**src/rtl/interlock_abc_if.sv**
```systemverilog
// ============================================================================
// Module      : interlock_abc_if
// Description : Request, ring-feedback and grant signals of the A/B/C interlock.
// Revision    : 1.0 - initial release
// ============================================================================
`default_nettype none

interface interlock_abc_if;
   logic i_A, i_B, i_C;
   logic i_A1, i_B1, i_C1, i_D1, i_E1, i_F1, i_G1, i_H1;
   logic o_A, o_B, o_C;

   modport master (
      output i_A, i_B, i_C,
      output i_A1, i_B1, i_C1, i_D1, i_E1, i_F1, i_G1, i_H1,
      input  o_A, o_B, o_C
   );

   modport slave (
      input  i_A, i_B, i_C,
      input  i_A1, i_B1, i_C1, i_D1, i_E1, i_F1, i_G1, i_H1,
      output o_A, o_B, o_C
   );
endinterface

`default_nettype wire

```
**src/rtl/interlock_abc.sv**
```systemverilog
// ============================================================================
// Module      : interlock_abc
// Description : Registered ring interlock for stations A, B, C with fixed
//               priority A > B > C and no pre-emption of a held grant.
// Revision    : 1.0 - initial release
// ============================================================================
`default_nettype none

module interlock_abc (
   input  logic             clk,
   input  logic             rst,
   interlock_abc_if.slave   bus
);

   // Feedback masks exclude each station's own line from its busy term.
   localparam logic [7:0] c_MASK_A = 8'hFE;
   localparam logic [7:0] c_MASK_B = 8'hFD;
   localparam logic [7:0] c_MASK_C = 8'hFB;

   logic [7:0] w_fb;
   logic       w_busy_a, w_busy_b, w_busy_c;
   logic       w_elig_a, w_elig_b, w_elig_c;
   logic       w_next_a, w_next_b, w_next_c;
   logic       r_grant_a, r_grant_b, r_grant_c;

   assign w_fb = {bus.i_H1, bus.i_G1, bus.i_F1, bus.i_E1,
                  bus.i_D1, bus.i_C1, bus.i_B1, bus.i_A1};

   assign w_busy_a = |(w_fb & c_MASK_A);
   assign w_busy_b = |(w_fb & c_MASK_B);
   assign w_busy_c = |(w_fb & c_MASK_C);

   assign w_elig_a = bus.i_A & ~w_busy_a;
   assign w_elig_b = bus.i_B & ~w_busy_b;
   assign w_elig_c = bus.i_C & ~w_busy_c;

   // A held grant survives a higher-priority newcomer; a new grant needs every
   // higher-priority station to be ineligible. Handover always passes idle.
   assign w_next_a = w_elig_a & ~r_grant_b & ~r_grant_c;
   assign w_next_b = w_elig_b & ~r_grant_a & ~r_grant_c
                   & (r_grant_b | ~w_elig_a);
   assign w_next_c = w_elig_c & ~r_grant_a & ~r_grant_b
                   & (r_grant_c | ~(w_elig_a | w_elig_b));

   always_ff @(posedge clk or posedge rst) begin
      if (rst) begin
         r_grant_a <= 1'b0;
         r_grant_b <= 1'b0;
         r_grant_c <= 1'b0;
      end else begin
         r_grant_a <= w_next_a;
         r_grant_b <= w_next_b;
         r_grant_c <= w_next_c;
      end
   end

   assign bus.o_A = r_grant_a;
   assign bus.o_B = r_grant_b;
   assign bus.o_C = r_grant_c;

endmodule

`default_nettype wire

```
**src/flat_wrapper.sv**
```systemverilog
// flat-port wrapper written by rule: the top's interface ports become plain ports
module interlock_abc_flat 
  (clk, rst, bus_i_A, bus_i_B, bus_i_C, bus_i_A1, bus_i_B1, bus_i_C1, bus_i_D1, bus_i_E1, bus_i_F1, bus_i_G1, bus_i_H1, bus_o_A, bus_o_B, bus_o_C);
  interlock_abc_if bus_i ();
  input  logic clk;
  input  logic rst;
  input wire logic [$bits(bus_i.i_A)-1:0] bus_i_A;
  input wire logic [$bits(bus_i.i_B)-1:0] bus_i_B;
  input wire logic [$bits(bus_i.i_C)-1:0] bus_i_C;
  input wire logic [$bits(bus_i.i_A1)-1:0] bus_i_A1;
  input wire logic [$bits(bus_i.i_B1)-1:0] bus_i_B1;
  input wire logic [$bits(bus_i.i_C1)-1:0] bus_i_C1;
  input wire logic [$bits(bus_i.i_D1)-1:0] bus_i_D1;
  input wire logic [$bits(bus_i.i_E1)-1:0] bus_i_E1;
  input wire logic [$bits(bus_i.i_F1)-1:0] bus_i_F1;
  input wire logic [$bits(bus_i.i_G1)-1:0] bus_i_G1;
  input wire logic [$bits(bus_i.i_H1)-1:0] bus_i_H1;
  output wire logic [$bits(bus_i.o_A)-1:0] bus_o_A;
  output wire logic [$bits(bus_i.o_B)-1:0] bus_o_B;
  output wire logic [$bits(bus_i.o_C)-1:0] bus_o_C;
  assign bus_i.i_A = bus_i_A;
  assign bus_i.i_B = bus_i_B;
  assign bus_i.i_C = bus_i_C;
  assign bus_i.i_A1 = bus_i_A1;
  assign bus_i.i_B1 = bus_i_B1;
  assign bus_i.i_C1 = bus_i_C1;
  assign bus_i.i_D1 = bus_i_D1;
  assign bus_i.i_E1 = bus_i_E1;
  assign bus_i.i_F1 = bus_i_F1;
  assign bus_i.i_G1 = bus_i_G1;
  assign bus_i.i_H1 = bus_i_H1;
  assign bus_o_A = bus_i.o_A;
  assign bus_o_B = bus_i.o_B;
  assign bus_o_C = bus_i.o_C;
  interlock_abc u_core (.clk(clk), .rst(rst), .bus(bus_i));
endmodule
```
**config.mk**
```make
export PLATFORM = sky130hd
export DESIGN_NAME = interlock_abc_flat
export DESIGN_NICKNAME = d
export VERILOG_FILES = /design/src/rtl/interlock_abc_if.sv /design/src/rtl/interlock_abc.sv /design/src/flat_wrapper.sv
export SDC_FILE = /design/constraint.sdc
export NUM_CORES = 1
export LEC_CHECK = 0
export ABC_AREA = 1
export CAP_MARGIN = 30
export CORE_AREA = 2 2 39 41
export DETAILED_ROUTE_END_ITERATION = 7
export DIE_AREA = 0 0 41 43
export GPL_TIMING_DRIVEN = 0
export PLACE_DENSITY = 0.55
export SYNTH_ARGS = -nofsm -noshare
export SYNTH_HDL_FRONTEND = slang
export SYNTH_SLANG_ARGS = --single-unit
```
**constraint.sdc**
```tcl
create_clock -name clk -period 0.83 [get_ports clk]
set_input_delay 0.1245 -clock clk [delete_from_list [all_inputs] [get_ports clk]]
set_output_delay 0.1245 -clock clk [all_outputs]
set_load 0.01 [all_outputs]
```
==> results.cfg <==
[status]
status = finished, violations left
violations = negative setup slack

[critical_path]
r2r-start = u_core.bus.o_B$_DFF_PP0_
reg2regPathDepth = 4
crit_family = flip-flops
crit_path_start_kind = register
critPathSlowestCell = dfrtp_1
crit_buf_inv = 1
crit_end = bus_o_B
cp.arrival_ps = 760
r2r_end = u_core.bus.o_C$_DFF_PP0_
required_ps = 710
cp-startpoint = u_core.bus.o_B$_DFF_PP0_
path_class = reg -> out
worstPathMaxFanout = 2
crit_chain = buf_2
end_kind = output pin
cp.depth = 1
cpPeakStageDelay_ps = 390
ff2ff_setup_slack_ps = -50

[logic_synthesis]
yosysWarnings = 0
synth-edff-count = 0
ys_types = 12
synth-seq-cells = 3
yosysMostFrequentCell = inv_1
synth_mux_area_share_pct = 0
synth_top_cell_area_share_pct = 32.4
synth_xor_area_share_pct = 0
syn_area_um2 = 231
syn_inst = 35
syn_area_per_cell_um2 = 6.61
synthTopCellsByArea = dfrtp_1 (32%), inv_1 (16%), nor2_1 (11%)
synth-seq-area-share_pct = 32.4
synth_compound_area_share_pct = 3.78
synth_nets = 48
synth_top_family_by_area = simple AND/OR/NAND/NOR gates
synth_top_area_cell = dfrtp_1
synthSimpleGateAreaFrac_pct = 45.9
async_reset_ff_share_pct = 100
ys.flop_type = dfrtp_1
synth_adder_area_share_pct = 0
synth_common_cells = inv_1 (10), nor2_1 (7), nand2_1 (6)

[global_route]
grt_pass1_wl_um = 952
grt.busiest_layer = met2
grt_use_met2_pct = 13.1
grt-ovfl-total = 0
grt_usage_pct = 8.26
globalRouteMet1Util_pct = 8.12
grt_max_degree = 5
antenna_found_initial = 0
grt_pass1_vias = 275
use_met3_pct = 3.14

[place]
port_buffers = 15
gp_congestion = 0.661
hpwl_um = 394

[sta]
fin_skew_ps = 0.205
finalSetupViolations = 6
layout_setup_ws_ps = -57.9
holdWs_ps = 58.5
tns_ps = -265
max_freq_mhz = 1130
finalCriticalPeriod_ps = 888
timing_hold_violations_final = 0
tightest_slew_ps = 158
rsz0062_at_grt = true
timing.slew.headroom_pct = 89.5
fin_crit_sh_pct = 107
slew_viol_final = 0

[cells_and_area]
antenna_cells = 0
area_growth_pct = 111
nets = 73
drive_gt1_share_pct = 42.4

[pwr]
p_comb_share_pct = 18.1
leakagePower_nw = 0.282
intPower_mw = 0.379
clkPwrFrac_pct = 51.6
pwr-share-seq_pct = 30.3
p_per_area_nw_per_um2 = 999
switching_share_pct = 22.3
peakVddDrop_v = 0.000509
switchingPower_mw = 0.109
fin_total_pwr_mw = 0.489

[route]
first_iter_violations = 1
wl_um = 583
avgViaCountPerCell = 3.59
dr.pass1.iters = 2
antenna_left = 0
vias = 269
wire_per_inst_um = 7.77
route.detailed.drc = 0

[die]
rows = 14
core_area_um2 = 1380
io_pins = 16
die_x_um = 41
start_util_pct = 16.7
die-area_um2 = 1760
fp.dieH_um = 43

[clock_network]
cts.path.max_buffers = 2
cts_tree = done
clk_pin_slew_ps = 40
clock_sinks = 3
htreeDepth = 1
cts-root-buf = clkbuf_4
insertion_delay_ps = 230
cts_inserted_buffers = 3
cts_hold_buf = 0

[flow_run]
drv_cap = 0

[min_path]
hold_path.class = in -> async
-- timing repair --
action,CTS,global route
setup endpoints to repair,6,5
buffers inserted,3,2
pin swaps,9,3
gates resized for setup,27,7
-- flip-flops by register name (all words and copies together) (netlist names) --
| name | cells |
|---|---|
| u_core.bus.o_A | 1 |
| u_core.bus.o_B | 1 |
| u_core.bus.o_C | 1 |
-- how the worst min path moves through the flow --
stage / start / to / slack, ps / depth (start not counted)
after floorplan: rst / u_core.bus.o_A$_DFF_PP0_ / -120 / 1
after global placement: rst / u_core.bus.o_B$_DFF_PP0_ / 300 / 2
after global routing: rst / u_core.bus.o_A$_DFF_PP0_ / 80 / 2
after detailed placement: rst / u_core.bus.o_B$_DFF_PP0_ / 300 / 2
final: rst / u_core.bus.o_B$_DFF_PP0_ / 60 / 2
after CTS: rst / u_core.bus.o_B$_DFF_PP0_ / 50 / 2
-- per-layer routing --
| metal | vias to the layer above | part of all wire, % |
|---|---|---|
| met2 | 9 | 49 |
| met5 | - | 0 |
| met4 | 0 | 0 |
| li1 | 148 | - |
| met3 | 0 | 8.7 |
| met1 | 112 | 43 |
-- cells by family (layout without fill, tap and decap cells) --
kind of cell | after synthesis | after routing
AO/OA/AOI/OAI | 1 | 1
flip-flops | 3 | 3
buffers and inverters | 11 | 35
AND/OR/NAND/NOR | 20 | 20
-- through the flow --
step / cells / setup slack (ps) / utilization, % / cell area, µm²
6_report: 75 / -57.9 / 35.4 / 489
5_1_grt: 75 / -108 / 35.4 / 489
4_1_cts: 73 / -61.7 / 32.1 / 444
3_5_place_dp: 66 / -322 / 29.0 / 402
3_3_place_gp: 66 / -313 / 29.0 / 402
2_1_floorplan: 35 / 30.3 / - / 231
-- final cells by class --
type | instances | area (µm²)
Clock buffer | 4 | 26.3
Fill cell | 164 | 895
Multi-Input combinational cell | 21 | 150
Sequential cell | 3 | 75.1
Tap cell | 16 | 20.0
Inverter | 11 | 41.3
Timing Repair Buffer | 20 | 176
-- power groups by stage --
stage	Sequential (mW)	Clock, mW	Combinational [mW]
after floorplan	0.150	0	0.0303
after global placement	0.150	0	0.0919
after global routing	0.148	0.290	0.0997
final	0.148	0.252	0.0886
after detailed placement	0.150	0	0.0917
after CTS	0.148	0.266	0.0848
-- layout by cell type, fill, tap and decap left out --
cell type	n
buf_6	3
buf_2	3
clkbuf_4	3
nor3_2	1
buf_4	2
dfrtp_1	3
nand3_1	1
a21oi_2	1
nand4_2	1
clkdlybuf4s50_1	3
nand2_2	4
nor2_4	5
dlygate4sd2_1	8
inv_1	10
dlymetal6s2s_1	1
nand2_1	4
clkbuf_1	1
nor2_2	1
inv_2	1
nor2_1	3
Power figures use the tool's default switching activity.
